### config.mk
export PLATFORM = sky130hd
export DESIGN_NAME = am_insert_sched_tx
export DESIGN_NICKNAME = d
export VERILOG_FILES = /design/src/rtl/am_pkg.sv /design/src/rtl/am_period_cnt.sv /design/src/rtl/am_insert_sched_tx.sv
export SDC_FILE = /design/constraint.sdc
export NUM_CORES = 1
export LEC_CHECK = 0
export ABC_AREA = 1
export CAP_MARGIN = 20
export CORE_ASPECT_RATIO = 0.9
export CORE_MARGIN = 2
export CORE_UTILIZATION = 50
export DETAILED_ROUTE_END_ITERATION = 10
export HOLD_SLACK_MARGIN = 0.15
export PLACE_DENSITY = 0.79
export SLEW_MARGIN = 20
export SYNTH_ARGS = -nofsm -noshare
export SYNTH_HDL_FRONTEND = slang
export SYNTH_SLANG_ARGS = --single-unit
### constraint.sdc
create_clock -name clk -period 2.45 [get_ports clk]
set_input_delay 0.49 -clock clk [delete_from_list [all_inputs] [get_ports clk]]
set_output_delay 0.49 -clock clk [all_outputs]
set_load 0.02 [all_outputs]
### src/rtl/am_pkg.sv
// rtl/am_pkg.sv - shared alignment-marker definitions for the TX PCS lanes
package am_pkg;
    localparam int         AM_PERIOD_DEFAULT = 16384;
    localparam logic [1:0] SYNC_HEAD_CTRL    = 2'b10;
    localparam int         BIP_W             = 8;
    localparam int         LANE_N_DEFAULT    = 4;

    typedef enum logic [1:0] {S_OFF, S_MARK, S_RUN} am_sched_state_t;
endpackage

### src/rtl/am_period_cnt.sv
// rtl/am_period_cnt.sv - loadable wrap counter with terminal-count flag
module am_period_cnt #(
    parameter int W = 14
) (
    input  logic         clk,
    input  logic         nreset,
    input  logic         load_i,
    input  logic [W-1:0] load_val_i,
    input  logic         inc_i,
    input  logic [W-1:0] last_i,
    output logic [W-1:0] cnt_o,
    output logic         tc_o
);
    logic [W-1:0] r_cnt;

    assign tc_o  = (r_cnt == last_i);
    assign cnt_o = r_cnt;

    always_ff @(posedge clk or negedge nreset) begin
        if (!nreset) begin
            r_cnt <= '0;
        end else if (load_i) begin
            r_cnt <= load_val_i;
        end else if (inc_i) begin
            r_cnt <= tc_o ? '0 : r_cnt + W'(1);
        end
    end
endmodule

### src/rtl/am_insert_sched_tx.sv
// rtl/am_insert_sched_tx.sv - TX alignment-marker slot scheduler for all PCS lanes
// Optional AM_SCHED_CFG_EN adds a runtime period input (cfg_period_i = period-1).
module am_insert_sched_tx
    import am_pkg::*;
#(
    parameter int LANE_N    = LANE_N_DEFAULT,
    parameter int AM_PERIOD = AM_PERIOD_DEFAULT,
    parameter int CNT_W     = 14
) (
    input  logic              clk,
    input  logic              nreset,
    input  logic              en_i,
    input  logic              data_v_i,
    output logic              ready_o,
    output logic [LANE_N-1:0] marker_v_o,
    output logic [CNT_W-1:0]  am_cnt_o,
    output logic              am_sent_o
`ifdef AM_SCHED_CFG_EN
    ,
    input  logic [CNT_W-1:0]  cfg_period_i
`endif
);
    localparam logic [CNT_W-1:0] LP_LAST = CNT_W'(AM_PERIOD - 1);

    am_sched_state_t   r_state;
    logic [LANE_N-1:0] r_marker;
    logic              r_ready;
    logic              r_sent;
    logic              r_dv_q;
    logic              w_inc;
    logic              w_load;
    logic              w_tc;
    logic [CNT_W-1:0]  w_cnt;
    logic [CNT_W-1:0]  w_last;

    // The counter advances in the marker slot and every run slot; anything else parks it at 0.
    assign w_inc  = en_i && (r_state != S_OFF);
    assign w_load = !w_inc;

`ifdef AM_SCHED_CFG_EN
    logic             w_enter_mark;
    logic [CNT_W-1:0] r_last;

    assign w_enter_mark = en_i && ((r_state == S_OFF) || ((r_state == S_RUN) && w_tc));

    always_ff @(posedge clk or negedge nreset) begin
        if (!nreset) begin
            r_last <= LP_LAST;
        end else if (w_enter_mark) begin
            r_last <= (cfg_period_i == '0) ? CNT_W'(1) : cfg_period_i;
        end
    end

    assign w_last = r_last;
`else
    assign w_last = LP_LAST;
`endif

    am_period_cnt #(.W(CNT_W)) u_period_cnt (
        .clk        (clk),
        .nreset     (nreset),
        .load_i     (w_load),
        .load_val_i ('0),
        .inc_i      (w_inc),
        .last_i     (w_last),
        .cnt_o      (w_cnt),
        .tc_o       (w_tc)
    );

    always_ff @(posedge clk or negedge nreset) begin
        if (!nreset) begin
            r_state  <= S_OFF;
            r_marker <= '0;
            r_ready  <= 1'b0;
            r_sent   <= 1'b0;
        end else begin
            r_sent <= 1'b0;
            if (!en_i) begin
                r_state  <= S_OFF;
                r_marker <= '0;
                r_ready  <= 1'b0;
            end else begin
                case (r_state)
                    S_OFF: begin
                        r_state  <= S_MARK;
                        r_marker <= '1;
                        r_ready  <= 1'b0;
                    end
                    S_MARK: begin
                        r_state  <= S_RUN;
                        r_marker <= '0;
                        r_ready  <= 1'b1;
                        r_sent   <= 1'b1;
                    end
                    S_RUN: begin
                        if (w_tc) begin
                            r_state  <= S_MARK;
                            r_marker <= '1;
                            r_ready  <= 1'b0;
                        end else begin
                            r_marker <= '0;
                            r_ready  <= 1'b1;
                        end
                    end
                    default: begin
                        r_state  <= S_OFF;
                        r_marker <= '0;
                        r_ready  <= 1'b0;
                    end
                endcase
            end
        end
    end

    // Upstream must hold its block across the marker slot.
    always_ff @(posedge clk or negedge nreset) begin
        if (!nreset) begin
            r_dv_q <= 1'b0;
        end else begin
            r_dv_q <= data_v_i;
        end
    end

    a_hold_in_marker: assert property (@(posedge clk) disable iff (!nreset)
        ((r_state == S_MARK) && en_i) |-> (data_v_i == r_dv_q));

    assign ready_o    = r_ready;
    assign marker_v_o = r_marker;
    assign am_cnt_o   = w_cnt;
    assign am_sent_o  = r_sent;
endmodule

== Word-level counts from Yosys, hierarchy flattened ==
Cells that the tools add are included.

* Register bits after elaboration: 22
* Bits in latches: 0
* Memory bits (writable): 0
* ROM bits: 0
* Word-level logic and storage cells: 26
* Memories kept: 0

* $add $sub $neg: 1
* $mul: 0
* Div/mod/pow operators: 0
* Order comparisons: 0
* Equality and inequality tests: 4
* Shift operators: 0
* Multiplexer cells: 13
* Bitwise gates (word level): 0
* Reduce and logical (&&, ||, !) cells: 3

{| class="wikitable"
|+ Operators by type and width
! operator !! number
|-
| $mux 14 || 2
|-
| $add 14x1->14 const B || 1
|-
| $eq 14x14->1 const B || 1
|-
| $mux 4 || 2
|-
| $pmux 4 s2 || 1
|-
| $pmux 2 s3 || 1
|-
| $mux 1 || 4
|-
| $mux 2 || 2
|-
| $ne 3x2->1 const B || 1
|-
| $eq 2x1->1 const B || 1
|-
| $eq 2x2->1 const B || 1
|-
| $logic_not 2->1 || 1
|-
| $pmux 1 s2 || 1
|-
| $reduce_bool 2->1 || 1
|-
| $logic_and 1x1->1 || 1
|}

== Longest topological paths before layout ==
* Depth after elaboration: 4
* Depth in mapped cells: 9
* Mapped depth without buffers: 9

== Hierarchy ==
From an unflattened synthesis, not the netlist that was laid out.

* Cell total of the unflattened synthesis: 234
* Area total of the unflattened synthesis: 1571.5 µm²

{| class="wikitable"
|+ Modules (own cells, without submodules)
! module !! times used !! cells an instance !! area an instance (µm²) !! seq. area each (µm²)
|-
| am_period_cnt || 1 || 200 || 1278.7 || 350.3
|-
| am_insert_sched_tx || 1 || 34 || 292.8 || 125.1
|}

== Worst setup path before layout ==
Ideal clock, no wire load.

* Path type: reg-to-reg
* Start point: reg u_period_cnt.r_cnt[0] (netlist: u_period_cnt.cnt_o[0])
* End point: reg u_period_cnt.r_cnt[0] (netlist: u_period_cnt.cnt_o[0])
* Library setup time: 128 ps
* Arrival time: 1302 ps
* Data required time: 2322 ps
* Path slack: 1020 ps
* Stages on the path, launching flop included: 9
* Buffers on the path: 0
* Period minus slack after synthesis: 1430 ps
* Cells stage by stage: dfrtp_1 ha_1 nand2_2 nor2_2 nand2_2 nor2_4 nor2_4 inv_6 nor2_2

* Word-level cells in the longest chain between the ends: 3
* Elaborated cells on any way between the ends: 4

{| class="wikitable"
|+ Ends and longest elaborated chain
! item !! RTL line !! source
|-
| from (decl) || am_period_cnt.sv:14 || <nowiki>logic [W-1:0] r_cnt;</nowiki>
|-
| from (signal assigned) || am_period_cnt.sv:23 || <nowiki>r_cnt <= load_val_i;</nowiki>
|-
| from (signal assigned) || am_period_cnt.sv:25 || <nowiki>r_cnt <= tc_o ? '0 : r_cnt + W'(1);</nowiki>
|-
| $add 14x1->14 or $eq 14x14->1 (tied branches) || am_period_cnt.sv:25, am_period_cnt.sv:16 ||
|-
| $mux 14 * || am_period_cnt.sv:25 ||
|-
| $mux 14 * || am_period_cnt.sv:22 || <nowiki>end else if (load_i) begin</nowiki>
|}

Mark *: on every way between the ends. The rest lies on a longest branch, timed or not.
A chain may end at the register's enable or synchronous reset.

== Worst setup path in the final report ==
* Start point: reg u_period_cnt.r_cnt[8] (netlist: u_period_cnt.cnt_o[8])
* End point: out am_cnt_o[8]

{| class="wikitable"
|+ RTL lines
! item !! RTL line !! source
|-
| to (decl) || am_insert_sched_tx.sv:16 || <nowiki>output logic [CNT_W-1:0] am_cnt_o,</nowiki>
|}

No word-level cell between the ends.

==> metrics.txt <==
status completed; critical setup path kind reg -> out; register area 475 um^2; Relative slew margins 83.7%; # Post-CTS Setup Buffers 0; Net Sw Frac 31.8%; mean cell area of the mapped netlist 8.42 um^2; first-iteration detailed-routing DRC count 11; CP Max Fanout 5; async set-or-reset flop fraction in the synthesized netlist 100%; total track usage 18.3%; Slew @ Worst Pin 0.244 ns; Worst path slowest cell clkdlybuf4s50_1; Seq pwr share 51.2%; Leak 0.573 nW; Synth Area in Adders 4.80%; syn nets 132; simple-gate share of the synthesized area 33.1%; # setup viols final 0; Final Hold Viols 0; Ant. Diodes 0; worst clock skew 0.0118 ns; mux cell area share after synthesis 0%; Filler cells 175; Post-Synthesis Cells 124; Ys Warns 0; critical path launch point type flop; crit path DAT 1.41 ns; area occupied by multi-input gates 484 um^2; total power 0.000679 W; TNS Setup 0 ns; row count 15; Max H-tree Level 1; total gr overflow 0; crit-path cells clkdlybuf4s50_1; # hold bufs at CTS 0; max incr delay on CP 0.64 ns; gpl congestion 0.848; first-pass GRT wire length 3260 um; worst hold slack 0.502 ns; CTS tree built; Core Box Area 0.00195 mm^2; Nets 157; TritonCTS buffer count 3; io pins 24; Clock power frac 24.4%; post-synthesis cell area 0.00104 mm^2; die height 47.3 um; share of cells above drive strength 1 15.5%; initial antenna violation count 0; Maximum Capacitance Violations 0; Seq/Total Area, Yosys 45.6%; maximum vdd drop 0.378 mV; die area 0.00247 mm^2; post-synthesis register bit count 19; largest net degree at the start of global routing 20; Post-synth EDFFs 0; via count 819; Pins Over Slew Limit 0; combinational power share 24.4%; Primary FF master, synth dfrtp_1; Distinct cells, synth 20; Synth Area in Compound Gates 2.64%; largest family of logic cells by synthesized area simple AND/OR/NAND/NOR gates; top post-synthesis cells by area dfrtp_1 46%, nand2_1 9.7%, nor2_1 7.2%; PostCTS Resize Cnt 0; DRC violations left 0; vias in the first global route 802; # clock sinks 19; worst-skew pair later-pin latency 0.31 ns; clk buf depth 2; CP delay by family, top buffers and inverters; Area Growth Syn to Fin 25.5%; clock root buffer clkbuf_4; worst hold path type in -> async; Vias/cell 4.73; Final Cell Area 0.00131 mm^2; pwr/cell area 519 mW/mm^2; Crit. End Element output pin; initial core utilization 53.5%; Yosys top cell by area dfrtp_1; CP Data Required Time 1.96 ns; buffers and inverters on the worst path 1; post-synthesis xor/xnor area fraction 5.88%; DP HPWL 1540 um; clock-pin transition on the worst setup and hold timing paths 0.12 ns; Routed WL 1960 um; Routed Antenna Nets 0; DR pass1 iterations 4; # port buffers 22; fin crit period 1.90 ns; Net Switching 0.000216 W; die width 52.2 um; RSZ-0062 raised after global routing false; Peak Freq 527 MHz; Final period util 77.5%; average wire per standard cell 11.3 um; Cell Area, Placed 0.00128 mm^2; Internal Pwr Total 0.000463 W; area share of the largest cell type after synthesis 45.6%
## cell usage after synthesis (2+ instances only)
| cell type | count |
|---|---|
| nand2_1 | 27 |
| nor2_1 | 20 |
| dfrtp_1 | 19 |
| inv_1 | 14 |
| nor2_2 | 9 |
| xor2_1 | 5 |
| ha_1 | 4 |
| nand2_2 | 4 |
| buf_4 | 3 |
| nand3_1 | 3 |
| nor2_4 | 3 |
| a21oi_1 | 2 |
| nor3b_1 | 2 |
| o21ai_0 | 2 |
| xnor2_1 | 2 |
## routing by layer
metal | wire length (um) | GRT usage [%] | vias to the layer above
met4 | 0 | 2.56 | 0
li1 | - | - | 423
met2 | 973 | 30.1 | 18
met3 | 95 | 6.69 | 0
met5 | 0 | 0 | -
met1 | 892 | 24.2 | 378
## state kept, by name, summed over array words and instances (netlist names)
signal / flops
u_period_cnt.cnt_o: 14
am_sent_o: 1
r_state: 2
ready_o: 1
marker_v_o: 1
## worst paths after layout
| kind | slack [ns] | startpoint | depth (start not counted) | to |
|---|---|---|---|---|
| max in group asynchronous | 1.74 | nreset | 2 | marker_v_o[2]$_DFF_PN0_ |
| hold / removal | 0.50 | nreset | 2 | ready_o$_DFF_PN0_ |
| hold reg to reg | 0.53 | r_state[1]$_DFFE_PN0P_ | 2 | r_state[1]$_DFFE_PN0P_ |
| min in group clk | 0.53 | r_state[1]$_DFFE_PN0P_ | 2 | r_state[1]$_DFFE_PN0P_ |
| setup reg to reg | 0.99 | u_period_cnt.cnt_o[0]$_DFF_PN0_ | 8 | u_period_cnt.cnt_o[9]$_DFF_PN0_ |
| setup / recovery | 0.55 | u_period_cnt.cnt_o[8]$_DFF_PN0_ | 1 | am_cnt_o[8] |
## cell families (layout without fill, tap and decap cells)
logic type	Yosys count	in the layout
AND/OR/NAND/NOR	71	71
flip-flops	19	19
buffers and inverters	18	42
XOR/XNOR	7	7
AO/OA/AOI/OAI	5	5
adder cells (fa/ha/maj)	4	4
## cell usage in the layout, fill, tap and decap left out, types with 2 or more instances in the layout
master	Yosys	routed
nand2_1	27	27
clkdlybuf4s50_1	0	22
nor2_1	20	20
dfrtp_1	19	19
inv_1	14	14
nor2_2	9	9
xor2_1	5	5
nand2_2	4	4
ha_1	4	4
nor2_4	3	3
nand3_1	3	3
clkbuf_4	0	3
nor3b_1	2	2
o21ai_0	2	2
a21oi_1	2	2
xnor2_1	2	2
## through the flow
step | worst slack (ns) | utilization (%) | std cells
after global routing | 0.475 | 67.1 | 173
after floorplan | 1.02 | - | 124
after CTS | 0.537 | 67.1 | 173
final | 0.552 | 67.1 | 173
after global placement | 0.707 | 65.6 | 169
after detailed placement | 0.659 | 65.6 | 169
## layout make-up
cell class	count	area share, %
flip-flops and latches	19	36.3
multi-input cells	87	37.0
well taps	25	2.39
repair buffers	23	17.4
clock inverters	1	0.573
inverters	15	4.68
clock buffers	3	1.72
## power groups by stage
stage,clock (W),sequential [W],combinational [W]
after global routing,0.000186,0.000351,0.000184
after detailed placement,0,0.000355,0.000167
final,0.000166,0.000348,0.000166
after global placement,0,0.000352,0.000163
after CTS,0.000173,0.000349,0.000168
after floorplan,0,0.000368,0.0000935
Note: power is estimated with default switching activity, not from simulation.
==> RTL change 1, RTL diff (config.mk and constraints unchanged) <==
The option `AM_SCHED_CFG_EN` is turned on by a define.
--- a/src/rtl/am_insert_sched_tx.sv
+++ b/src/rtl/am_insert_sched_tx.sv
@@ -1,5 +1,7 @@
 // rtl/am_insert_sched_tx.sv - TX alignment-marker slot scheduler for all PCS lanes
 // Optional AM_SCHED_CFG_EN adds a runtime period input (cfg_period_i = period-1).
+`define AM_SCHED_CFG_EN
+
 module am_insert_sched_tx
     import am_pkg::*;
 #(
Interface: changed (added cfg_period_i); port bits go from 24 to 38. No check against the original RTL was run, so the function may have changed too.
==> RTL change 1 against the unedited design <==
Synthesized cell count up 100%; cell area is 79% higher; synthesized area up 77%; worst setup slack lost 0.0063 ns; critical path depth stayed put; cell count rose by 93%; sequential cell count grew 14; power rose to 2.9 times the old value; routed wire length grew 84%; first-iteration DRC count rose to 4.8 times the old value; sequential power is 150% higher; maximum frequency fell by 0.33%; highest routed layer is now met4.
==> RTL change 1: results (changes against the unedited design) <==
Final layout
  • Comb_multi_in: 174 (+100%)
  • Fraction of layout cells with a size suffix above 1: 11.4% (-4.2 points)
  • Fraction of cell area in non-clock buffers: 16.0% (-1.4 points)
  • Inverters: 37 (+22)
  • Sequential portion of the cell area: 35.9% (-0.37 points)
  • FILL cells: 291 (+66%)
  • Fin area: 2350 um2 (+79%)

Logic synthesis
  • Library cells used by synthesis: 26 (+30%)
  • Largest cells by area after synthesis: dfrtp_1 (26%), dfstp_2 (20%), nand2_1 (17%)
  • Mean Syn Cell Area: 7.38 um2 (-12%)
  • Compound-Gate Fraction of Synth Area: 1.69% (-0.95 points)
  • Adder-Cell Fraction of Synth Area: 3.38% (-1.4 points)
  • Xor/xnor share of the synthesized area: 2.84% (-3.0 points)
  • Synth cell count leaders: nand2_1 (85), inv_1 (33), nor2_1 (30), nand3_1 (27), dfrtp_1 (19)

Pwr
  • P_int: 1.34 mW (+190%)
  • Leak Pwr: 1.14 nW (+98%)
  • Power Clock: 525 uW (+220%)

Outcome
  • Status: finished clean

Clock network
  • Root Buffer: clkbuf_8
  • CTS Sinks: 33 (+14)
  • Worst skew pair latency: 0.28 ns (-0.03 ns)
  • Clk slew on worst S/H paths: 0.07 ns (-0.05 ns)
  • # H-tree levels: 2 (+1)

GRT
  • Met2 GRT Util: 33.0% (+2.9 points)
  • GR Util All Layers: 20.9% (+2.5 points)
  • First-pass GRT wire length: 6350 um (+95%)
  • Vias in the first global route: 1458 (+82%)
  • Met3 Track Usage GR: 6.49% (-0.20 points)

Setup path
  • RR Startpoint: r_last[13]
  • Crit path from: u_period_cnt.cnt_o[4]
  • Crit Path Max Fanout: 7 (+2)

Place
  • HPWL Detailed: 2720 um (+77%)
  • Port-buffer cells: 36 (+64%)
  • Place WS: 0.534 ns (-0.124 ns)
  • Gp weighted congestion: 0.834 (-1.7%)
  • Post-DP Area: 2230 um2 (+74%)

STA
  • Fin Clk Skew: 0.00379 ns (-0.00802 ns)

Detailed routing
  • Routed WL: 3620 um (+84%)
  • Number of DRC markers in iteration 0: 53 (+42)
  • Vias/cell: 4.74 (about the same)

Floorplanning
  • Die W: 68.2 um (+31%)
## RTL change 1: cell count changes after synthesis, sizes merged, moves of 2 or more
cell,unedited run,this run
nand2,31,88
nand3,4,27
inv,15,37
dfstp,0,14
nor3,0,8
buf,3,7
nor3b,2,0
nor4,0,2
## RTL change 1: per-layer routing
layer / wire (um) / vias up
met5: 0 / -
met4: 50 / 0
met3: 181 / 5
met2: 1630 / 35
met1: 1760 / 700
li1: - / 842
## RTL change 1: path summary, 6_finish.rpt
kind | slack [ns] | to | cells past startpoint
max | 0.55 | am_cnt_o[4] | 1
max reg2reg | 0.75 | u_period_cnt.cnt_o[13] | 9
min | 0.47 | r_last[11] | 2
max in group asynchronous | 1.51 | r_last[1] | 2
min in group asynchronous | 0.61 | u_period_cnt.cnt_o[7] | 2
min reg2reg | 0.47 | r_last[11] | 2
==> RTL change 2, RTL diff (config.mk and constraints unchanged) <==
Without the edit above. Encoding of `am_sched_state_t`: now one-hot (3 bits for 3 states).
--- a/src/rtl/am_pkg.sv
+++ b/src/rtl/am_pkg.sv
@@ -5,6 +5,6 @@
     localparam int         BIP_W             = 8;
     localparam int         LANE_N_DEFAULT    = 4;
 
-    typedef enum logic [1:0] {S_OFF, S_MARK, S_RUN} am_sched_state_t;
+    typedef enum logic [2:0] {S_OFF = 3'b001, S_MARK = 3'b010, S_RUN = 3'b100} am_sched_state_t;
 endpackage
 
Check against the original RTL: no difference found for any inputs over 10 cycles, from zero or initial values and one cycle with nreset low; not proved beyond that.
==> RTL change 2 against the unedited design <==
Routed wire length rose by 4.1%; synthesized area rose by 1.7%; non-clock buffer count did not move; sequential cell count rose by 1; power rose by 45%; synthesized cell count fell by 1.6%; cell area rose by 3.1%; worst setup slack got worse by 0.0020 ns; clock power rose by 64%; largest cell class is now sequential cells; highest routed layer is now met4.
==> RTL change 2: results (changes against the unedited design) <==
Clock network
  • Worst skew pair latency: 0.31 ns (about the same)
  • Root Buffer: clkbuf_4
  • # H-tree levels: 1 (unchanged)
  • Clk slew on worst S/H paths: 0.12 ns (about the same)
  • Setup Fix Bufs, Post-CTS: 0 (unchanged)
  • Post_cts resized: 0 (unchanged)

Setup path
  • R2r worst-path depth: 6 (-2)
  • Worst R2R Setup Slack: 1.02 ns (+0.03 ns)
  • Highest-delay cell along the critical path: clkdlybuf4s50_1
  • R2R Path End: u_period_cnt.cnt_o[7]
  • Crit path from: u_period_cnt.cnt_o[7]
  • RR Startpoint: u_period_cnt.cnt_o[0]
  • Crit path DAT: 1.41 ns (about the same)
  • Crit Path Max Fanout: 5 (unchanged)

GRT
  • Met1 Use GR: 23.3% (-0.93 points)
  • Initial antenna violation count: 0 (unchanged)
  • Largest net degree at the start of global routing: 21 (+5.0%)
  • Vias in the first global route: 829 (+3.4%)
  • Met2 GRT Util: 31.8% (+1.6 points)
  • GR Util All Layers: 19.1% (+0.73 points)
  • First-pass GRT wire length: 3350 um (+2.5%)
  • Met3 Track Usage GR: 3.13% (-3.6 points)

Place
  • Gp weighted congestion: 0.874 (+3.0%)
  • HPWL Detailed: 1560 um (+1.6%)
  • Port-buffer cells: 22 (unchanged)
  • Place WS: 0.861 ns (+0.202 ns)

STA
  • Slew margin rel.: 83.1% (-0.63 points)
  • Fin Clk Skew: 0.00668 ns (-0.00513 ns)

Final layout
  • FILL cells: 157 (-10%)
  • Fraction of layout cells with a size suffix above 1: 19.9% (+4.3 points)
  • Layout Nets: 152 (-3.2%)

Logic synthesis
  • Synth cell count leaders: nand2_1 (25), dfrtp_1 (19), nor2_1 (16), inv_1 (11), nor2_2 (10)
  • Library cells used by synthesis: 21 (+5.0%)
  • Xor/xnor share of the synthesized area: 4.95% (-0.92 points)
  • Adder-Cell Fraction of Synth Area: 1.18% (-3.6 points)
  • Register area share after synthesis: 47.3% (+1.7 points)
  • Largest cells by area after synthesis: dfrtp_1 (45%), nand2_1 (8.8%), nor2_2 (5.9%)
  • Syn_nets: 127 (-3.8%)
  • Compound-Gate Fraction of Synth Area: 2.36% (-0.28 points)

Detailed routing
  • Routed WL: 2040 um (+4.1%)
  • Number of DRC markers in iteration 0: 17 (+6)
  • Drt first pass iters: 4 (unchanged)
  • Vias/cell: 5.01 (+5.7%)

Worst hold path
  • Hold crit path type: in -> async

Pwr
  • Maximum VDD drop: 0.499 mV (+32%)
  • Leak Pwr: 0.585 nW (+2.1%)

Outcome
  • Status: finished clean
[RTL change 2: cell types whose count changed after synthesis, sizes merged, moves of 2 or more]
cell,before,now
a21boi,0,2
a21oi,2,0
ha,4,1
nand3,4,7
nand4,1,5
nor2,32,30
[RTL change 2: power breakdown]
| part | switching, mW | leakage (nW) | total, mW | internal, mW |
|---|---|---|---|---|
| registers | 0.0350 | 0.273 | 0.412 | 0.377 |
| logic | 0.178 | 0.284 | 0.301 | 0.123 |
| clock network | 0.107 | 0.0279 | 0.273 | 0.165 |
| total | 0.320 | 0.585 | 0.985 | 0.665 |
[RTL change 2: layout make-up]
class	instances	area, um2	area share, %
repair buffers	23	228	16.9
flip-flops and latches	20	502	37.2
clock buffers	3	22.5	1.67
multi-input cells	85	484	35.9
clock inverters	1	30.0	2.22
inverters	14	52.6	3.89
well taps	25	31.3	2.32
[RTL change 2: stage by stage]
stage	power [mW]	cell area, um2	hold WS (ns)	cells	utilization (%)
after global placement	0.714	1300	0.490	167	66.5
after global routing	1.04	1350	0.523	171	69.2
after floorplan	0.621	1060	0.194	122	-
after detailed placement	0.723	1300	0.500	167	66.5
after CTS	0.994	1350	0.509	171	69.2
final	0.985	1350	0.501	171	69.2
[RTL change 2: cells by family (layout without fill, tap and decap cells)]
family / after synthesis / after routing
flip-flops: 20 / 20
AO/OA/AOI/OAI: 4 / 4
buffers and inverters: 17 / 41
adder cells (fa/ha/maj): 1 / 1
AND/OR/NAND/NOR: 74 / 74
XOR/XNOR: 6 / 6
[RTL change 2: worst max-delay path by stage]
stage                        endpoint  slack (ns)  cells past startpoint
6_report                  am_cnt_o[7]        0.55                      1
3_3_place_gp    u_period_cnt.cnt_o[9]        0.89                      5
5_1_grt                   am_cnt_o[7]        0.50                      1
4_1_cts                   am_cnt_o[7]        0.54                      1
2_1_floorplan  u_period_cnt.cnt_o[11]        1.05                      6
3_5_place_dp    u_period_cnt.cnt_o[7]        0.86                      5
[RTL change 2: routing by layer]
layer | routed length (um) | share of wire, %
met5 | 0 | 0
met4 | 31 | 1.5
met3 | 75 | 3.7
met2 | 981 | 48
met1 | 954 | 47
